===== config.mk =====
export PLATFORM = sky130hd
export DESIGN_NAME = mem_stage_lsu_flat
export DESIGN_NICKNAME = d
export VERILOG_FILES = /design/src/rtl/cpu_mem_pkg.sv /design/src/rtl/mem_stage_lsu_if.sv /design/src/rtl/lsu_align.sv /design/src/rtl/mem_stage_lsu.sv /design/src/flat_wrapper.sv
export SDC_FILE = /design/constraint.sdc
export NUM_CORES = 1
export LEC_CHECK = 0
export CORE_MARGIN = 2
export CORE_UTILIZATION = 45
export CTS_BUF_LIST = sky130_fd_sc_hd__clkbuf_4 sky130_fd_sc_hd__clkbuf_8 sky130_fd_sc_hd__clkbuf_16
export CTS_CLUSTER_DIAMETER = 40
export DETAILED_ROUTE_END_ITERATION = 8
export PLACE_DENSITY = 0.91
export SLEW_MARGIN = 20
export SYNTH_ARGS = -nofsm -noshare
export SYNTH_HDL_FRONTEND = slang
export SYNTH_SLANG_ARGS = --single-unit

===== constraint.sdc =====
create_clock -name clk_i -period 5.4 [get_ports clk_i]
set_input_delay 0.81 -clock clk_i [delete_from_list [all_inputs] [get_ports clk_i]]
set_output_delay 0.81 -clock clk_i [all_outputs]
set_load 0.02 [all_outputs]

===== src/rtl/cpu_mem_pkg.sv =====
// Shared types and encodings for the MEM-stage load/store unit.
package cpu_mem_pkg;

  typedef enum logic [1:0] {IDLE, REQ, WAIT, DONE} lsu_state_e;

  localparam logic [2:0] F3_B  = 3'b000;
  localparam logic [2:0] F3_H  = 3'b001;
  localparam logic [2:0] F3_W  = 3'b010;
  localparam logic [2:0] F3_BU = 3'b100;
  localparam logic [2:0] F3_HU = 3'b101;

  localparam logic [1:0] WB_MEM = 2'd0;

endpackage


===== src/rtl/mem_stage_lsu_if.sv =====
// Data-memory request/response bus between the LSU (master) and memory (slave).
interface mem_stage_lsu_if;
  logic        req;
  logic        we;
  logic [31:0] addr;
  logic [3:0]  be;
  logic [31:0] wdata;
  logic        gnt;
  logic        rvalid;
  logic [31:0] rdata;

  modport master (output req, we, addr, be, wdata, input gnt, rvalid, rdata);
  modport slave  (input req, we, addr, be, wdata, output gnt, rvalid, rdata);
endinterface


===== src/rtl/lsu_align.sv =====
// Lane steering: byte enables and write-data replication for stores, lane
// extraction plus sign/zero extension for loads, and alignment checking.
module lsu_align
  import cpu_mem_pkg::*;
(
  input  logic [1:0]  i_off,
  input  logic [2:0]  i_funct3,
  input  logic [31:0] i_rs2,
  input  logic [31:0] i_rdata,
  output logic [3:0]  o_be,
  output logic [31:0] o_wdata,
  output logic [31:0] o_ld_ext,
  output logic        o_misaligned
);

  logic [7:0]  w_byte;
  logic [15:0] w_half;
  logic        w_uns;

  always_comb begin
    o_be         = 4'h0;
    o_wdata      = '0;
    o_ld_ext     = '0;
    o_misaligned = 1'b0;
    w_byte       = i_rdata[{i_off, 3'b000} +: 8];
    w_half       = i_rdata[{i_off[1], 4'b0000} +: 16];
    w_uns        = i_funct3[2];
    case (i_funct3[1:0])
      F3_B[1:0]: begin
        o_be     = 4'b0001 << i_off;
        o_wdata  = {4{i_rs2[7:0]}};
        o_ld_ext = w_uns ? {24'h0, w_byte} : {{24{w_byte[7]}}, w_byte};
      end
      F3_H[1:0]: begin
        o_be         = 4'b0011 << {i_off[1], 1'b0};
        o_wdata      = {2{i_rs2[15:0]}};
        o_ld_ext     = w_uns ? {16'h0, w_half} : {{16{w_half[15]}}, w_half};
        o_misaligned = i_off[0];
      end
      // Both 2'b10 and 2'b11 are word accesses; extension is moot at full width.
      default: begin
        o_be         = 4'hF;
        o_wdata      = i_rs2;
        o_ld_ext     = i_rdata;
        o_misaligned = |i_off;
      end
    endcase
  end

endmodule


===== src/rtl/mem_stage_lsu.sv =====
// MEM-stage load/store unit: drives the data-memory handshake, holds the
// pipeline until the access completes and returns the extended load result.
module mem_stage_lsu
  import cpu_mem_pkg::*;
#(
  parameter int TIMEOUT_CYC = 16,
  parameter int CNT_W       = 5
) (
  input  logic                  clk_i,
  input  logic                  rst_ni,
  input  logic [31:0]           instr_MEM,
  input  logic [31:0]           aludata_MEM,
  input  logic [31:0]           rs2data_MEM,
  input  logic                  MemRW_MEM,
  input  logic [1:0]            WBSel_MEM,
  mem_stage_lsu_if.master       dmem,
  output logic [31:0]           lddata_o,
  output logic                  stall_o,
  output logic                  misalign_o,
  output logic                  bus_err_o
);

  lsu_state_e       r_state;
  lsu_state_e       w_next;
  logic [CNT_W-1:0] r_cnt;

  logic        w_mem_op;
  logic        w_go;
  logic        w_timeout;
  logic        w_mis;
  logic [3:0]  w_be;
  logic [31:0] w_wdata;
  logic [31:0] w_ld_ext;
  logic        w_unused_instr;

  assign w_unused_instr = ^{instr_MEM[31:15], instr_MEM[11:0]};
  assign w_mem_op       = MemRW_MEM | (WBSel_MEM == WB_MEM);
  assign w_go           = w_mem_op & ~w_mis;
  assign w_timeout      = (r_cnt == CNT_W'(TIMEOUT_CYC - 1));

  // EX/MEM is frozen while stalled, so the live inputs still describe the
  // access in flight and can steer load extraction when rvalid arrives.
  lsu_align u_align (
    .i_off        (aludata_MEM[1:0]),
    .i_funct3     (instr_MEM[14:12]),
    .i_rs2        (rs2data_MEM),
    .i_rdata      (dmem.rdata),
    .o_be         (w_be),
    .o_wdata      (w_wdata),
    .o_ld_ext     (w_ld_ext),
    .o_misaligned (w_mis)
  );

  always_ff @(posedge clk_i or negedge rst_ni) begin
    if (!rst_ni) r_state <= IDLE;
    else         r_state <= w_next;
  end

  always_comb begin
    w_next     = r_state;
    stall_o    = w_go & (r_state != DONE);
    misalign_o = w_mem_op & w_mis;
    unique case (r_state)
      IDLE:    if (w_go) w_next = REQ;
      REQ:     if (dmem.gnt) w_next = dmem.we ? DONE : WAIT;
      WAIT:    if (dmem.rvalid || w_timeout) w_next = DONE;
      DONE:    w_next = IDLE;
      default: w_next = IDLE;
    endcase
  end

  always_ff @(posedge clk_i or negedge rst_ni) begin
    if (!rst_ni) begin
      dmem.req   <= 1'b0;
      dmem.we    <= 1'b0;
      dmem.addr  <= '0;
      dmem.be    <= 4'h0;
      dmem.wdata <= '0;
      lddata_o   <= '0;
      bus_err_o  <= 1'b0;
      r_cnt      <= '0;
    end else begin
      case (r_state)
        IDLE: if (w_go) begin
          dmem.req   <= 1'b1;
          dmem.we    <= MemRW_MEM;
          dmem.addr  <= {aludata_MEM[31:2], 2'b00};
          dmem.be    <= w_be;
          dmem.wdata <= w_wdata;
        end
        REQ: if (dmem.gnt) begin
          dmem.req <= 1'b0;
          r_cnt    <= '0;
        end
        // rvalid wins over a timeout landing in the same cycle.
        WAIT: begin
          r_cnt <= r_cnt + CNT_W'(1);
          if (dmem.rvalid) begin
            lddata_o <= w_ld_ext;
          end else if (w_timeout) begin
            lddata_o  <= '0;
            bus_err_o <= 1'b1;
          end
        end
        DONE: bus_err_o <= 1'b0;
        default: ;
      endcase
    end
  end

endmodule


===== src/flat_wrapper.sv =====
// flat-port wrapper written by rule: the top's interface ports become plain ports
module mem_stage_lsu_flat import cpu_mem_pkg::*;
#(
  parameter int TIMEOUT_CYC = 16,
  parameter int CNT_W       = 5
)
  (clk_i, rst_ni, instr_MEM, aludata_MEM, rs2data_MEM, MemRW_MEM, WBSel_MEM, lddata_o, stall_o, misalign_o, bus_err_o, dmem_req, dmem_we, dmem_addr, dmem_be, dmem_wdata, dmem_gnt, dmem_rvalid, dmem_rdata);
  mem_stage_lsu_if dmem_i ();
  input  logic clk_i;
  input  logic rst_ni;
  input  logic [31:0] instr_MEM;
  input  logic [31:0] aludata_MEM;
  input  logic [31:0] rs2data_MEM;
  input  logic MemRW_MEM;
  input  logic [1:0] WBSel_MEM;
  output logic [31:0] lddata_o;
  output logic stall_o;
  output logic misalign_o;
  output logic bus_err_o;
  output wire logic [$bits(dmem_i.req)-1:0] dmem_req;
  output wire logic [$bits(dmem_i.we)-1:0] dmem_we;
  output wire logic [$bits(dmem_i.addr)-1:0] dmem_addr;
  output wire logic [$bits(dmem_i.be)-1:0] dmem_be;
  output wire logic [$bits(dmem_i.wdata)-1:0] dmem_wdata;
  input wire logic [$bits(dmem_i.gnt)-1:0] dmem_gnt;
  input wire logic [$bits(dmem_i.rvalid)-1:0] dmem_rvalid;
  input wire logic [$bits(dmem_i.rdata)-1:0] dmem_rdata;
  assign dmem_req = dmem_i.req;
  assign dmem_we = dmem_i.we;
  assign dmem_addr = dmem_i.addr;
  assign dmem_be = dmem_i.be;
  assign dmem_wdata = dmem_i.wdata;
  assign dmem_i.gnt = dmem_gnt;
  assign dmem_i.rvalid = dmem_rvalid;
  assign dmem_i.rdata = dmem_rdata;
  mem_stage_lsu #(.TIMEOUT_CYC(TIMEOUT_CYC), .CNT_W(CNT_W)) u_core (.clk_i(clk_i), .rst_ni(rst_ni), .instr_MEM(instr_MEM), .aludata_MEM(aludata_MEM), .rs2data_MEM(rs2data_MEM), .MemRW_MEM(MemRW_MEM), .WBSel_MEM(WBSel_MEM), .dmem(dmem_i), .lddata_o(lddata_o), .stall_o(stall_o), .misalign_o(misalign_o), .bus_err_o(bus_err_o));
endmodule

Word level (Yosys, flattened, before mapping)

Index checks and enable logic that the tools add are counted.

Input port bits: 135
Bits in latches: 0
Memory bits (writable): 0
Register bits: 108
Memory bits (read-only): 0
Memories kept: 0

Bitwise gates (word level): 5
Div/mod/pow operators: 0
Reductions and logical operators: 15
$add $sub $neg: 1
Shift-type cells: 4
Eq/ne operators: 11
$mul: 0
Order comparisons: 0
Mux-type cells: 21

Operators with widths:

| kind                                                   | number |
|---|---|
| 2-to-1 mux 32 bit                                      | 4 |
| one-hot mux 32 bit (2 select lines)                    | 2 |
| variable part select 32 x 6 -> 16 bit                  | 1 |
| variable part select 32 x 6 -> 8 bit                   | 1 |
| one-hot mux 5 bit (2 select lines)                     | 1 |
| AND reduction 3 bit                                    | 3 |
| one-hot mux 2 bit (4 select lines)                     | 1 |
| one-hot mux 4 bit (2 select lines)                     | 1 |
| nonzero test 2 bit                                     | 4 |
| zero test 2 bit                                        | 3 |
| 2-to-1 mux 2 bit                                       | 3 |
| inequality test 2 x 1 -> 1 bit (second input constant) | 3 |
| inequality test 2 bit (second input constant)          | 3 |
| one-hot mux 1 bit (2 select lines)                     | 3 |
| AND reduction 2 bit                                    | 3 |
| adder 5 x 1 -> 5 bit (second input constant)           | 1 |
| == test 5 x 4 -> 1 bit (second input constant)         | 1 |
| 2-to-1 mux 1 bit                                       | 5 |
| 2-to-1 mux 5 bit                                       | 1 |
| == test 2 x 1 -> 1 bit (second input constant)         | 2 |
| == test 2 bit (second input constant)                  | 2 |
| << shifter 1 x 2 -> 4 bit (first input constant)       | 1 |
| << shifter 2 x 2 -> 4 bit (first input constant)       | 1 |
| AND 1 bit                                              | 3 |
| 4 further kinds                                        | 4 |

Depth between registers and ports, before layout

Gate-level depths: netlist (run 1).

Depth after elaboration: 6
Depth in mapped cells: 8
Gate-level depth less buffers: 7

Cells and area by module

Synthesis (run 1) repeated with hierarchy kept, for this count alone.

Cell total of the unflattened synthesis: 478
Area total of the unflattened synthesis: 5640.4 sq um

Modules (own cells, without submodules):

| module        | times used | area an instance (sq um) | sequential area each (sq um) | cells an instance |
|---|---|---|---|---|
| mem_stage_lsu | 1          | 4405.5                   | 2702.6                       | 289 |
| lsu_align     | 1          | 1234.9                   | 0.0                          | 189 |

Worst setup path after synthesis (run 1)

OpenSTA, ideal clock, no wires.

Path kind: input -> output
From: input aludata_MEM[1]
To: output stall_o
Stages: 3
Data required time: 4.590 ns
Data arrival time: 1.837 ns
Setup slack: 2.753 ns
Path through: buf_4 and2_1 nor4_1

Word-level cells in the longest chain between the ends: 5

Ends and longest elaborated chain:

| item                               | RTL line            | text |
|---|---|---|
| start: declaration                 | flat_wrapper.sv:12  | `input logic [31:0] aludata_MEM;` |
| OR reduction 2 bit                 | lsu_align.sv:45     | `o_misaligned = \|i_off;` |
| one-hot mux 1 bit (2 select lines) | lsu_align.sv:28     | `case (i_funct3[1:0])` |
| inverter 1 bit                     | mem_stage_lsu.sv:38 | `assign w_go = w_mem_op & ~w_mis;` |
| AND 1 bit                          | mem_stage_lsu.sv:38 |  |
| AND 1 bit                          | mem_stage_lsu.sv:61 | `stall_o = w_go & (r_state != DONE);` |
| end: declaration                   | flat_wrapper.sv:17  | `output logic stall_o;` |

No other way between the ends.

Final worst setup path (run 1)

Same ends and word-level chain as after synthesis.

==> impl_metrics.ini, run 1 <==
[timing]
rsz0062_at_grt = no
fmax_mhz = 263
fin_crit_ps = 3800
hold_ws_ps = 468
setup_tns_ps = 0
relSlewSlack_pct = 21.7
worst_pin_slew_ps = 1170
setup_violations = 0
skew_ps = 5.64
finalMaxSlewViolations = 0
hold_viol = 0
period_share_pct = 70.4

[pwr]
p_int_w = 0.00268
p_sw_w = 0.00154
p_clk_share_pct = 14.7
p_comb_share_pct = 51.3
p_leak_nw = 3.38
peakVddDrop_uv = 328
p_sw_share_pct = 36.6
seq_power_share_pct = 34.0
total_power_w = 0.00422
powerDensity_nw_per_um2 = 552

[worst_setup_path]
reg2reg_slack_ps = 2390
crit_required_ps = 4590
crit_type = in2out
end_kind = output port
critPathCapture = stall_o
start_kind = primary input
crit_start = aludata_MEM[1]
arrival_ps = 2990
r2r-end = u_core.lddata_o[18]$_DFFE_PN0P_
critPathMaxFanout = 19
reg2reg_from = u_core.r_state[0]$_DFFE_PN0P_
reg2regPathDepth = 5

[synthesis]
synthesis.area_um2 = 5260
synth_cell_types = 51
synth_edf_count = 0
avgSynthCellArea_um2 = 12.0
seq_area_frac_synth_pct = 51.4
syn_inst = 439
yosys_warnings = 0
ys_ff_latch = 108
ys_async_sr_fraction_pct = 100
synthFlopType = dfrtp_1

[grt]
grt_remaining_overflow = 0
grt_pass1_wl_mm = 23.4
grt_usage_pct = 23.2
antenna_found_initial = 0
grt_max_degree = 65
grt_pass1_vias = 4471

[clock_network]
holdBufCountCts = 0
clock_path_buffers = 2
numCtsBuffers = 9
cts_setup_buffers = 0
root_buffer = clkbuf_16
cts.sinks = 108
clk_latency_ps = 340
post_cts_resized = 0
cts_tree = yes
clk_pin_slew_ps = 70
cts_htree_levels = 3

[drt]
wl_mm = 14.6
wl_met3_um = 977
wire_per_inst_um = 18.8
drc = 0
highest_layer = met4
drt-pass1-iter-count = 6
ant_nets = 0
m1WireLength_mm = 6.04
viasPerCell = 5.57
num_vias = 4332
wl_met2_mm = 7.31
drtIter0Drc = 286

[hold_path]
worstHoldPathType = in2async

[die]
start_util_pct = 46.0
core_um2 = 11400
rows = 39
die_w_um = 112
dieHeight_um = 112
io_pins = 240
die_area_um2 = 12600

[job]
maxCapViolations = 0

[cells_and_area]
layout.nets = 771
post_route_cells_drive_above_1_share_pct = 11.8
final_util_pct = 66.9
area_growth_pct = 45.3
antenna_cells = 0

[placement]
io_buffers = 208
routabilityCongestion = 0.861
dp_hpwl_mm = 10.7

[status]
status = finished, final reports clean
[how the worst min path moves through the flow]
stage / from / endpoint / slack, ps / depth (start not counted)
global route: rst_ni / u_core.lddata_o[10]$_DFFE_PN0P_ / 510 / 1
global placement: u_core.dmem.wdata[13]$_DFFE_PN0P_ / u_core.dmem.wdata[13]$_DFFE_PN0P_ / 460 / 2
floorplan: u_core.r_cnt[4]$_DFFE_PN0P_ / u_core.r_cnt[4]$_DFFE_PN0P_ / 470 / 2
detailed placement: u_core.dmem.wdata[18]$_DFFE_PN0P_ / u_core.dmem.wdata[18]$_DFFE_PN0P_ / 480 / 2
finish: rst_ni / u_core.lddata_o[16]$_DFFE_PN0P_ / 470 / 1
CTS: rst_ni / u_core.lddata_o[16]$_DFFE_PN0P_ / 490 / 1
[state kept, by name, summed over array words and instances, names as in the netlist]
signal,count
u_core.dmem.wdata,32
u_core.lddata_o,32
u_core.dmem.addr,30
u_core.r_cnt,5
u_core.dmem.be,4
u_core.r_state,2
u_core.bus_err_o,1
u_core.dmem.req,1
u_core.dmem.we,1
[routing by layer]
metal / GRT usage [%] / vias up
met2: 39.5 / 174
met3: 5.35 / 22
met4: 8.21 / 0
li1: - / 1996
met5: 0 / -
met1: 29.3 / 2140
[cell families after synthesis]
group                    share of synthesized area [%]
other                                           0.0713
buffers and inverters                             4.26
multiplexers                                      18.4
flip-flops                                        51.4
XOR/XNOR                                         0.500
adder cells (fa/ha/maj)                           1.43
AO/OA/AOI/OAI                                     15.9
AND/OR/NAND/NOR                                   8.02
[cell usage in the layout, fill, tap and decap left out, types with 4 or more instances in the layout]
| cell | n |
|---|---|
| a21oi_1 | 17 |
| clkdlybuf4s50_1 | 206 |
| a222oi_1 | 7 |
| mux2i_1 | 27 |
| a221o_1 | 25 |
| inv_1 | 7 |
| o21ai_1 | 10 |
| mux2_2 | 8 |
| nor2_1 | 25 |
| nand2_1 | 43 |
| dfrtp_1 | 108 |
| buf_4 | 5 |
| ha_1 | 6 |
| o21ai_0 | 20 |
| nand2b_1 | 4 |
| nor2b_1 | 5 |
| a32oi_1 | 7 |
| nand3_1 | 5 |
| mux2_4 | 39 |
| clkbuf_16 | 9 |
[cells in the mapped netlist, types with 3 or more instances]
library cell	count	share of area [%]
a21oi_1	17	1.6
a221o_1	25	4.8
a222oi_1	7	1.3
a32oi_1	7	1.2
buf_4	5	0.71
buf_6	7	1.5
clkbuf_1	17	1.2
dfrtp_1	108	51
ha_1	6	1.4
inv_1	7	0.50
mux2_2	8	1.7
mux2_4	39	11
mux2i_1	27	5.1
nand2_1	43	3.1
nand2b_1	4	0.48
nand3_1	5	0.48
nor2_1	25	1.8
nor2b_1	5	0.60
nor3_1	3	0.29
nor4_1	3	0.36
o21ai_0	20	1.9
o21ai_1	11	1.0
[through the flow]
step | cells | area (um^2) | worst slack [ps]
6_report | 778 | 7640 | 1600
2_1_floorplan | 440 | 5260 | 2750
3_5_place_dp | 762 | 7350 | 1600
3_3_place_gp | 762 | 7350 | 1640
4_1_cts | 778 | 7640 | 1590
5_1_grt | 778 | 7640 | 1510
[power by group through the flow]
stage / combinational, W / sequential, W / clock, W
2_1_floorplan: 0.000753 / 0.00185 / 0
3_3_place_gp: 0.00210 / 0.00141 / 0
3_5_place_dp: 0.00217 / 0.00144 / 0
4_1_cts: 0.00218 / 0.00143 / 0.000635
5_1_grt: 0.00230 / 0.00148 / 0.000672
6_report: 0.00216 / 0.00143 / 0.000621
[final cells by class]
cell class	count	area, um^2
Tap cell	143	179
Sequential cell	108	2700
Timing Repair Buffer	212	2100
Fill cell	864	3780
Clock buffer	12	260
Inverter	7	26.3
Multi-Input combinational cell	292	2340
Clock inverter	4	23.8
[worst max-delay path, stage by stage]
cell             delay [ps]
clkdlybuf4s50_1         810
and2_1                  370
nor4_1                  330
clkdlybuf4s50_1         670
Note: power is estimated with default switching activity, not from simulation.
==> run 2, diff against run 1 <==
CORE_UTILIZATION = 38   (was 45)
PLACE_DENSITY = 0.82   (was 0.91)
clock period = 3.25 ns   (was 5.4 ns; I/O delays follow)
==> impl_metrics.ini, run 2 (synthesized netlist as in run 1, its figures left out) <==
[pwr]
powerDensity_nw_per_um2 = 914
p_leak_nw = 3.43
peakVddDrop_uv = 429

[timing]
hold_viol = 0
worst_pin_slew_ps = 975
finalMaxSlewViolations = 0
setup_ws_ps = 662
rsz0062_at_grt = no
fin_crit_ps = 2590
period_share_pct = 79.6
relSlewSlack_pct = 35.0
fmax_mhz = 386
setup_violations = 0
setup_tns_ps = 0
skew_ps = 4.56

[grt]
grt_pass1_vias = 4511
grt_max_degree = 56
antenna_found_initial = 0
grt_usage_pct = 20.2
grt_pass1_wl_mm = 23.4
grt_remaining_overflow = 0

[clock_network]
post_cts_resized = 0
holdBufCountCts = 0
clk_pin_slew_ps = 70
cts_setup_buffers = 0
numCtsBuffers = 9
cts_htree_levels = 3
clk_latency_ps = 350
clock_path_buffers = 2
cts_tree = yes
root_buffer = clkbuf_16
cts.sinks = 108

[die]
die_w_um = 122
start_util_pct = 39.2
dieHeight_um = 122
die_area_um2 = 14800
io_pins = 240
core_um2 = 13400
rows = 42

[worst_setup_path]
cp_common_cell = clkdlybuf4s50_1
crit_type = in2out
path_delay_family = buffers and inverters
critPathMaxFanout = 4
crit_required_ps = 2760
start_kind = primary input
end_kind = output port
worst-path-buf-inv = 2
slowest_delay_ps = 670
cp_cell_sequence = clkdlybuf4s50_1 -> o21a_1 -> nor4_1 -> clkdlybuf4s50_1
crit_slowest_cell = clkdlybuf4s50_1
arrival_ps = 2100

[drt]
ant_nets = 0
num_vias = 4381
drtIter0Drc = 319
drt-pass1-iter-count = 6
wl_mm = 15.0
viasPerCell = 5.36
drc = 0
wire_per_inst_um = 18.4

[placement]
routabilityCongestion = 0.849
dp_slack_ps = 436
io_buffers = 208
dp_hpwl_mm = 11.1

[status]
status = finished, final reports clean

[cells_and_area]
mostFrequentLayoutCells = 206 x clkdlybuf4s50_1, 108 x dfrtp_1, 43 x nand2_1, 39 x mux2_4, 27 x mux2i_1
antenna_cells = 0
reg.largest.list = u_core.dmem.wdata x32, u_core.lddata_o x32, u_core.dmem.addr x30
layout.nets = 778
area_growth_pct = 48.2
post_route_cells_drive_above_1_share_pct = 12.9
mostFrequentLayoutCell = clkdlybuf4s50_1

[hold_path]
worstHoldPathType = in2async

[job]
maxCapViolations = 0
run 2: changes by cell type in the layout (fill, tap and decap cells not counted):
cell	change
nor2_1	-1
clkinv_2	-1
buf_4	+4
nor2_2	+1
clkbuf_8	-1
clkbuf_4	-1
clkinvlp_4	+2
bufinv_16	+1
buf_12	+3
run 2: metal layers:
layer | global-route usage [%] | vias to the layer above | share of wire [%]
li1 | - | 2017 | -
met1 | 25.7 | 2163 | 41
met2 | 34.0 | 179 | 50
met3 | 4.96 | 22 | 6.9
met4 | 6.68 | 0 | 1.8
met5 | 0 | - | 0
run 2: path summary, 6_finish.rpt:
| kind | startpoint | end | slack [ps] | depth (start not counted) |
|---|---|---|---|---|
| worst max-delay path | instr_MEM[12] | stall_o | 660 | 4 |
| worst min-delay path | rst_ni | u_core.dmem.addr[27]$_DFFE_PN0P_ | 180 | 1 |
| worst min register to register | u_core.dmem.wdata[21]$_DFFE_PN0P_ | u_core.dmem.wdata[21]$_DFFE_PN0P_ | 490 | 2 |
| max in group asynchronous | rst_ni | u_core.dmem.addr[12]$_DFFE_PN0P_ | 2280 | 2 |
| min in group clk_i | u_core.dmem.wdata[21]$_DFFE_PN0P_ | u_core.dmem.wdata[21]$_DFFE_PN0P_ | 490 | 2 |
| worst max register to register | u_core.r_state[0]$_DFFE_PN0P_ | u_core.lddata_o[10]$_DFFE_PN0P_ | 710 | 7 |
run 2: stage by stage:
step / util (%) / cell area [um^2] / std cells / hold slack (ps) / total power (W)
floorplan: - / 5260 / 440 / 192 / 0.00432
global placement: 55.9 / 7480 / 802 / 465 / 0.00590
detailed placement: 55.9 / 7480 / 802 / 475 / 0.00603
CTS: 58.1 / 7790 / 818 / 209 / 0.00718
global route: 58.1 / 7790 / 818 / 237 / 0.00750
finish: 58.1 / 7790 / 818 / 183 / 0.00712
run 2: report_power, final:
| part | internal, W | switching (W) |
|---|---|---|
| sequential | 0.00198 | 0.000403 |
| combinational | 0.00192 | 0.00170 |
| clock | 0.000618 | 0.000498 |
| total | 0.00452 | 0.00260 |
run 2: layout make-up:
cell class	count	area, um^2
Clock buffer	10	239
Fill cell	1079	5610
Clock inverter	6	63.8
Sequential cell	108	2700
Multi-Input combinational cell	292	2340
Tap cell	176	220
Inverter	7	26.3
Timing Repair Buffer	219	2190
run 2: worst register-to-register path, delay by kind of cell, from the launching register on:
| kind | cells | cell delay (ps) |
|---|---|---|
| AO/OA/AOI/OAI | 2 | 700 |
| adder cells (fa/ha/maj) | 1 | 560 |
| buffers and inverters | 2 | 370 |
| flip-flops | 1 | 420 |
| AND/OR/NAND/NOR | 2 | 420 |
==> run 3, diff against run 2 <==
clock period = 2.1 ns   (was 3.25 ns; I/O delays follow)
==> impl_metrics.ini, run 3 (synthesized netlist as in run 1, its figures left out) <==
[hold_path]
worstHoldPathType = in2async

[cells_and_area]
mostFrequentLayoutCells = 204 x clkdlybuf4s50_1, 108 x dfrtp_1, 43 x nand2_1, 39 x mux2_4, 34 x buf_4
layout.nets = 805
area_growth_pct = 52.8
postLayoutCellArea_um2 = 8030
mostFrequentLayoutCell = clkdlybuf4s50_1
post_route_cells_drive_above_1_share_pct = 17.0
antenna_cells = 0
reg.largest.list = u_core.dmem.wdata x32, u_core.lddata_o x32, u_core.dmem.addr x30

[grt]
grt_pass1_wl_mm = 24.0
grt_usage_pct = 20.8
antenna_found_initial = 0
grt_remaining_overflow = 0
grt_pass1_vias = 4753
grt_max_degree = 55

[pwr]
p_comb_share_pct = 51.4
peakVddDrop_uv = 755
p_leak_nw = 3.58
p_sw_share_pct = 36.7
p_clk_share_pct = 15.5
p_int_w = 0.00708
powerDensity_nw_per_um2 = 1390
seq_power_share_pct = 33.0
total_power_w = 0.0112
p_sw_w = 0.00410

[status]
status = finished, final reports clean

[job]
maxCapViolations = 0

[die]
die_w_um = 122
rows = 42
io_pins = 240
start_util_pct = 39.2
die_area_um2 = 14800
core_um2 = 13400
dieHeight_um = 122

[placement]
postPlaceCellArea_um2 = 7680
io_buffers = 208
routabilityCongestion = 0.830
dp_slack_ps = -359
dp_hpwl_mm = 11.7

[timing]
fmax_mhz = 506
finalMaxSlewViolations = 0
worst_pin_slew_ps = 752
hold_viol = 0
setup_tns_ps = 0
setup_ws_ps = 122
rsz0062_at_grt = no
period_share_pct = 94.2
fin_crit_ps = 1980
skew_ps = 7.40
setup_violations = 0
relSlewSlack_pct = 49.7

[clock_network]
cts.sinks = 108
cts_htree_levels = 3
root_buffer = clkbuf_16
clk_pin_slew_ps = 70
numCtsBuffers = 9
cts_tree = yes
clk_latency_ps = 350
clock_path_buffers = 2

[drt]
wl_mm = 15.5
wire_per_inst_um = 18.3
drc = 0
viasPerCell = 5.33
drt-pass1-iter-count = 5
ant_nets = 0
drtIter0Drc = 388
num_vias = 4503

[worst_setup_path]
reg2reg_from = u_core.r_cnt[1]$_DFFE_PN0P_
critPathMaxFanout = 5
crit_start = u_core.r_state[0]$_DFFE_PN0P_
end_kind = output port
arrival_ps = 1660
crit_required_ps = 1780
start_kind = flop
crit_type = reg2out
-- run 3: per-stage QoR --
stage                     std cells  hold slack (ps)  utilization, %
after CTS                       845              455            59.9
after detailed placement        826              297            57.3
after global placement          826              285            57.3
after floorplan                 440             19.4               -
after global routing            845              490            59.9
final                           845              462            59.9
-- run 3: worst paths after layout --
check                      slack (ps)                          endpoint  cells after the start
setup / recovery                  120                           stall_o                      3
hold / removal                    460  u_core.dmem.addr[24]$_DFFE_PN0P_                      2
setup reg to reg                  130   u_core.lddata_o[30]$_DFFE_PN0P_                      6
hold reg to reg                   490  u_core.dmem.wdata[8]$_DFFE_PN0P_                      2
max in group asynchronous         970        u_core.dmem.we$_DFFE_PN0P_                      3
min in group clk_i                490  u_core.dmem.wdata[8]$_DFFE_PN0P_                      2
-- run 3: cell type report --
class	instances	area (um^2)
clock buffers	9	225
fillers	1070	5370
well taps	176	220
clock inverters	7	81.3
multi-input cells	292	2370
repair buffers	246	2410
flip-flops and latches	108	2700
inverters	7	26.3
-- run 3: power groups by stage --
stage | sequential [W] | combinational (W) | clock (W)
after CTS | 0.00370 | 0.00578 | 0.00179
after detailed placement | 0.00370 | 0.00575 | 0
after global routing | 0.00381 | 0.00610 | 0.00187
final | 0.00369 | 0.00575 | 0.00174
after global placement | 0.00366 | 0.00559 | 0
after floorplan | 0.00475 | 0.00194 | 0
-- run 3: critical path: stages, from the launching register on --
cell and delay [ps]:
dfrtp_1 430, ha_1 260, nor4_2 390, clkbuf_2 240
-- run 3: what timing repair did --
item,CTS,global route
setup endpoints to repair,7,15
pin swaps,1,0
hold buffers,1,0
setup buffers,2,0
hold endpoints to repair,32,0
resized for setup,4,6
-- run 3: routing by layer --
layer | up-vias | wire, um | track usage (%)
met4 | 0 | 286 | 7.61
met5 | - | 0 | 0
met3 | 21 | 1030 | 4.26
li1 | 2070 | - | -
met1 | 2213 | 6220 | 25.5
met2 | 199 | 7930 | 36.2
